## config.mk

```make
export PLATFORM = sky130hd
export DESIGN_NAME = ibex_multdiv_iter
export DESIGN_NICKNAME = d
export VERILOG_FILES = /design/src/rtl/ibex_multdiv_iter.sv
export SDC_FILE = /design/constraint.sdc
export NUM_CORES = 1
export LEC_CHECK = 0
export ABC_CLOCK_PERIOD_IN_PS = 4100
export CAP_MARGIN = 40
export CORE_MARGIN = 1
export CORE_UTILIZATION = 58
export CTS_CLUSTER_SIZE = 20
export DETAILED_ROUTE_END_ITERATION = 8
export DONT_BUFFER_PORTS = 1
export PLACE_DENSITY = 0.73
export SLEW_MARGIN = 0
export SYNTH_ARGS = -nofsm -noshare
export SYNTH_HDL_FRONTEND = slang
export SYNTH_SLANG_ARGS = --single-unit
export TNS_END_PERCENT = 100
```

## constraint.sdc

```tcl
create_clock -name clk_i -period 4.1 [get_ports clk_i]
set_input_delay 0.82 -clock clk_i [delete_from_list [all_inputs] [get_ports clk_i]]
set_output_delay 0.82 -clock clk_i [all_outputs]
set_load 0.02 [all_outputs]
```

## src/rtl/ibex_multdiv_iter.sv

```systemverilog
// Iterative RV32M-style multiply/divide unit with a valid/ready request/response handshake.
// It uses radix-2 shift-add multiply and restoring divide, with optional early-out on trivial operands.
//
// state | meaning
// IDLE  | waiting for a request
// CALC  | Width shift-add / shift-subtract iterations
// FIX   | sign correction and result register load
// DONE  | response valid, holding until rsp_ready_i
module ibex_multdiv_iter #(
  parameter int Width    = 32,
  parameter bit EarlyOut = 1'b1
) (
  input  logic             clk_i,
  input  logic             rst_ni,
  input  logic             req_valid_i,
  output logic             req_ready_o,
  input  logic [1:0]       op_i,
  input  logic [1:0]       signed_mode_i,
  input  logic [Width-1:0] operand_a_i,
  input  logic [Width-1:0] operand_b_i,
  input  logic             data_ind_timing_i,
  input  logic             kill_i,
  output logic             rsp_valid_o,
  input  logic             rsp_ready_i,
  output logic [Width-1:0] result_o,
  output logic             busy_o
);

  localparam int CntW = $clog2(Width) + 1;
  localparam logic [CntW-1:0] LastIter = CntW'(Width - 1);
  localparam logic [Width-1:0] MinNeg = {1'b1, {(Width-1){1'b0}}};

  localparam logic [1:0] IDLE = 2'd0;
  localparam logic [1:0] CALC = 2'd1;
  localparam logic [1:0] FIX  = 2'd2;
  localparam logic [1:0] DONE = 2'd3;

  localparam logic [1:0] OP_MULL = 2'd0;
  localparam logic [1:0] OP_MULH = 2'd1;
  localparam logic [1:0] OP_DIV  = 2'd2;
  localparam logic [1:0] OP_REM  = 2'd3;

  logic [1:0]       r_state;
  logic [CntW-1:0]  r_cnt;
  logic [1:0]       r_op;
  logic             r_a_neg;
  logic             r_b_neg;
  logic             r_b_zero;
  logic [Width:0]   r_a_mag;
  logic [Width:0]   r_b_mag;
  logic [Width:0]   r_hi;
  logic [Width-1:0] r_lo;
  logic [Width-1:0] r_result;

  logic             w_accept;
  logic             w_a_neg;
  logic             w_b_neg;
  logic [Width:0]   w_a_mag;
  logic [Width:0]   w_b_mag;
  logic             w_a_zero;
  logic             w_b_zero;
  logic             w_ovf;
  logic             w_early;
  logic [Width-1:0] w_early_res;

  assign req_ready_o = rst_ni & (r_state == IDLE) & ~kill_i;
  assign w_accept    = req_valid_i & req_ready_o;

  // Width+1 bit magnitudes keep the most-negative operand representable
  assign w_a_neg = signed_mode_i[0] & operand_a_i[Width-1];
  assign w_b_neg = signed_mode_i[1] & operand_b_i[Width-1];
  assign w_a_mag = w_a_neg ? -{1'b1, operand_a_i} : {1'b0, operand_a_i};
  assign w_b_mag = w_b_neg ? -{1'b1, operand_b_i} : {1'b0, operand_b_i};

  assign w_a_zero = (operand_a_i == '0);
  assign w_b_zero = (operand_b_i == '0);
  assign w_ovf    = op_i[1] & (signed_mode_i == 2'b11) & (operand_a_i == MinNeg) &
                    (operand_b_i == '1);
  assign w_early  = EarlyOut & ~data_ind_timing_i &
                    (op_i[1] ? (w_b_zero | w_ovf) : (w_a_zero | w_b_zero));

  always_comb begin
    w_early_res = '0;
    if (op_i[1]) begin
      if (w_b_zero) begin
        w_early_res = op_i[0] ? operand_a_i : '1;
      end else begin
        w_early_res = op_i[0] ? '0 : operand_a_i;
      end
    end
  end

  logic [Width:0]   w_sum;
  logic [Width:0]   w_mul_sel;
  logic [Width:0]   w_shift;
  logic [Width+1:0] w_diff;
  logic             w_ge;

  assign w_sum     = r_hi + r_a_mag;
  assign w_mul_sel = r_lo[0] ? w_sum : r_hi;
  assign w_shift   = {r_hi[Width-1:0], r_lo[Width-1]};
  assign w_diff    = {1'b0, w_shift} - {1'b0, r_b_mag};
  assign w_ge      = ~w_diff[Width+1];

  logic [2*Width-1:0] w_prod;
  logic [2*Width-1:0] w_prod_fix;
  logic [Width-1:0]   w_quo_fix;
  logic [Width-1:0]   w_rem_fix;
  logic [Width-1:0]   w_fix_res;

  // Quotient stays all-ones on divide-by-zero regardless of operand signs
  assign w_prod     = {r_hi[Width-1:0], r_lo};
  assign w_prod_fix = (r_a_neg ^ r_b_neg) ? -w_prod : w_prod;
  assign w_quo_fix  = ((r_a_neg ^ r_b_neg) & ~r_b_zero) ? -r_lo : r_lo;
  assign w_rem_fix  = r_a_neg ? -r_hi[Width-1:0] : r_hi[Width-1:0];

  always_comb begin
    w_fix_res = '0;
    case (r_op)
      OP_MULL: w_fix_res = w_prod_fix[Width-1:0];
      OP_MULH: w_fix_res = w_prod_fix[2*Width-1:Width];
      OP_DIV:  w_fix_res = w_quo_fix;
      OP_REM:  w_fix_res = w_rem_fix;
      default: w_fix_res = '0;
    endcase
  end

  always_ff @(posedge clk_i) begin
    if (!rst_ni) begin
      r_state  <= IDLE;
      r_cnt    <= '0;
      r_op     <= '0;
      r_a_neg  <= 1'b0;
      r_b_neg  <= 1'b0;
      r_b_zero <= 1'b0;
      r_a_mag  <= '0;
      r_b_mag  <= '0;
      r_hi     <= '0;
      r_lo     <= '0;
      r_result <= '0;
    end else if (kill_i) begin
      r_state <= IDLE;
      r_cnt   <= '0;
    end else begin
      case (r_state)
        IDLE: begin
          if (w_accept) begin
            r_op     <= op_i;
            r_a_neg  <= w_a_neg;
            r_b_neg  <= w_b_neg;
            r_b_zero <= w_b_zero;
            r_a_mag  <= w_a_mag;
            r_b_mag  <= w_b_mag;
            r_hi     <= '0;
            r_lo     <= op_i[1] ? w_a_mag[Width-1:0] : w_b_mag[Width-1:0];
            r_cnt    <= '0;
            if (w_early) begin
              r_result <= w_early_res;
              r_state  <= DONE;
            end else begin
              r_state <= CALC;
            end
          end
        end
        CALC: begin
          if (r_op[1]) begin
            r_hi <= w_ge ? w_diff[Width:0] : w_shift;
            r_lo <= {r_lo[Width-2:0], w_ge};
          end else begin
            r_hi <= {1'b0, w_mul_sel[Width:1]};
            r_lo <= {w_mul_sel[0], r_lo[Width-1:1]};
          end
          r_cnt <= r_cnt + CntW'(1);
          if (r_cnt == LastIter) begin
            r_state <= FIX;
          end
        end
        FIX: begin
          r_result <= w_fix_res;
          r_state  <= DONE;
        end
        DONE: begin
          if (rsp_ready_i) begin
            r_state <= IDLE;
          end
        end
        default: r_state <= IDLE;
      endcase
    end
  end

  assign rsp_valid_o = (r_state == DONE);
  assign busy_o      = (r_state != IDLE);
  assign result_o    = r_result;

endmodule

```

==> run_results.csv <==
group,metric,value,unit
status,status,"completed",
sta,tightestPinTransition,0.9519,ns
worst_hold_path,min_path_cells,2,
worst_setup_path,crit_type,"reg -> reg",
cells_and_area,finalNonFillerCells,2660,
cells_and_area,layout_commonest_cell,"a21oi_1",
global_route,grt_pass1_wl,101700,um
yosys,ys_top_cells_by_area,"dfxtp_1 (21%), a21oi_1 (8.0%), xnor2_1 (6.2%)",
route,routed_wl,69680,um
floorplanning,die_height,172.5,um
yosys,synth_xor_area_frac,0.1123,
worst_setup_path,end_kind,"register",
placement,dp_cells,2627,
route,drtAntennaViolNets,0,
yosys,post_synth_mux_area_share,0.04678,
yosys,synth_cell_types,85,
yosys,async_reset_ff_frac,0,
yosys,synth-compound-area-share,0.3102,
worst_setup_path,worstSetupPathDepth,10,
floorplanning,dieArea,29740,um^2
global_route,grt_max_degree,97,
worst_setup_path,cp_top_family,"simple AND/OR/NAND/NOR gates",
sta,setup_viol,0,
cells_and_area,drive_above_1_share,0.07168,
worst_setup_path,required,4.44,ns
clocking,cts.clk_slew.worst_paths,0.08,ns
worst_setup_path,critPathMaxStageDelay,0.69,ns
route,wl_met3,9093,um
route,met1Wirelength,28020,um
placement,portBuffers,0,
global_route,grt_use_total,0.4629,
worst_setup_path,crit_top_cell,"a21oi_1",
worst_hold_path,worstHoldPathType,"reg -> reg",
route,dr_wl_met2,28970,um
clocking,postCtsSetupBuffers,0,
power,peakVddDrop,0.3036,mV
worst_setup_path,worstPathArrival,4.18,ns
worst_setup_path,cpMaxStageDelayCell,"nor4_1",
yosys,yosys.area.top_type,"dfxtp_1",
yosys,synth_area_per_cell,7.131,um^2
yosys,syn_area,16850,um^2
sta,final-hold-violation-count,0,
clocking,root_buffer,"clkbuf_16",
clocking,cts_buffers,17,
global_route,grt_overflow,0,
route,drt_iter0_markers,3231,
yosys,syn_nets,2515,
floorplanning,io-pin-count,109,
sta,setup_tns,0,ns
cells_and_area,nets,2414,
worst_setup_path,cp_max_fo,7,
yosys,yosysSeqAreaShare,0.2091,
sta,fmax,0.2608,GHz
worst_setup_path,cp.buffers_inverters,1,
clocking,ctsResizeCount,0,
yosys,synth_top_family_by_area,"compound AO/OA/AOI/OAI gates",
clocking,cts_buffer_depth,2,
route,vias_per_cell,7.031,
yosys,synth_edf_count,0,
worst_setup_path,r2r-start,"r_lo[13]$_SDFFE_PN0P_",
yosys,synth_top_area_frac,0.2091,
clocking,cts_tree,"built",
cells_and_area,final_cell_mix,"a21oi_1 (268), nor2_1 (258), nand2_1 (202), o21ai_0 (175), dfxtp_1 (174)",
route,top_layer_used,"met5",
clocking,htreeDepth,4,
power,p_per_area,280.3,nW/um^2
placement,dpl.hpwl,52940,um
global_route,grt_pass1_vias,16430,
worst_hold_path,worstHoldStart,"r_b_mag[32]$_SDFFE_PN0P_",
yosys,synthSimpleGateAreaFrac,0.1997,
yosys,synth_seq_cells,176,
yosys,yosys_warnings,0,
route,num_vias,18700,
worst_setup_path,startpoint,"r_lo[13]$_SDFFE_PN0P_",
sta,fin_crit,3.835,ns
sta,post-route-period-util,0.9353,
worst_setup_path,startpoint_type,"register",
worst_setup_path,reg2regPathDepth,10,
floorplanning,std_cell_rows,62,
floorplanning,core,28630,um^2
global_route,antenna_found_initial,3,
yosys,synth_ff_type,"dfxtp_1",
route,route.detailed.drc,0,
sta,rsz0062_at_grt,"no",
job,maxCapViolCount,0,
power,p_leak,6.813,nW
yosys,syn-instance-count,2363,
sta,clock_skew,0.01364,ns
clocking,cts.sinks,176,
sta,relSlewSlack,0.3608,
sta,maxSlewViolCount,0,
floorplanning,start_util,0.5887,
cells_and_area,synthToLayoutAreaGrowth,6.037,%
clocking,cts_hold_buf,0,
placement,gp_congestion,1.043,
worst_setup_path,cp_cell_sequence,"nor4_1 -> nand3_1 -> or3_1 -> buf_4 -> o31ai_1 -> xor2_1 -> a21oi_1 -> o221ai_1 -> o21a_1 -> a21oi_1",
floorplanning,die-width,172.5,um
yosys,synth_adder_area_share,0.05940,
clocking,insertion_delay,0.46,ns
route,dr.pass1.iters,6,
route,wl_per_cell,26.19,um
==> per-stage QoR <==
stage / utilization / hold WS (ns) / power [W] / area (um^2) / setup WS (ns)
6_report: 0.6242 / 0.4618 / 0.005008 / 17870 / 0.2654
5_1_grt: 0.6241 / 0.4832 / 0.005146 / 17870 / 0.1178
4_1_cts: 0.6240 / 0.4660 / 0.004925 / 17860 / 0.4547
3_5_place_dp: 0.6029 / 0.4532 / 0.003204 / 17260 / 0.4333
3_3_place_gp: 0.5998 / 0.4454 / 0.003191 / 17170 / 0.5498
2_1_floorplan: - / 0.4303 / 0.002793 / 16850 / 0.8748
==> state kept, by name, summed over array words and instances (netlist names) <==
register and flops:
r_a_mag 33, r_a_neg 1, r_b_mag 33, r_b_neg 1, r_b_zero 1, r_cnt 6, r_hi 33, r_lo 32
r_op 2, r_state 2, result_o 32
==> logic make-up after synthesis <==
group / after synthesis
AO/OA/AOI/OAI: 826
XOR/XNOR: 216
adder cells (fa/ha/maj): 79
buffers and inverters: 268
flip-flops: 176
multiplexers: 74
AND/OR/NAND/NOR: 724
==> power breakdown <==
group	internal (W)	total, W	switching, W
registers	0.00176	0.00183	0.0000654
clock network	0.000969	0.00176	0.000791
logic	0.000471	0.00142	0.000949
==> tightest hold or removal path, stage by stage, from the launching register on <==
cell and delay, ns:
dfxtp_1 0.30, inv_1 0.07, nor3_1 0.05
==> routing by layer <==
layer / vias up / global-route usage
li1: 8373 / -
met1: 8767 / 0.6127
met2: 1283 / 0.6795
met3: 274 / 0.1518
met4: 6 / 0.1982
met5: - / 0.02609
==> path summary, 6_finish.rpt <==
check                                                  to  slack (ns)
worst min register to register   r_b_mag[32]$_SDFFE_PN0P_        0.46
worst min-delay path             r_b_mag[32]$_SDFFE_PN0P_        0.46
worst max register to register  result_o[21]$_SDFFE_PN0P_        0.27
worst max-delay path            result_o[21]$_SDFFE_PN0P_        0.27
==> synth_stat cells (10+ instances only) <==
cell / n
a21oi_1: 269
nor2_1: 259
nand2_1: 202
dfxtp_1: 176
o21ai_0: 175
clkbuf_1: 168
xnor2_1: 119
a211oi_1: 97
xor2_1: 97
ha_1: 76
inv_1: 65
mux2i_1: 54
nor3_1: 44
nand3_1: 43
a21o_1: 38
o211ai_1: 38
a31oi_1: 33
nand4_1: 27
o31ai_1: 24
nor4_1: 22
or3_1: 22
nand2b_1: 21
mux2_2: 18
and3_1: 17
a32o_1: 16
and2_1: 15
o21a_1: 15
buf_2: 14
or4_1: 14
o41ai_1: 13
buf_1: 12
o22ai_1: 10
==> final cells by class <==
type                            count  area, um^2
Clock buffer                       17       425.4
Tap cell                          384       480.5
Sequential cell                   176        3528
Timing Repair Buffer               79       683.2
Inverter                           69       259.0
Multi-Input combinational cell   1919       12310
Antenna cell                        2       5.005
Fill cell                        2645       10760
Clock inverter                     14       178.9
Note: power is estimated with default switching activity, not from simulation.
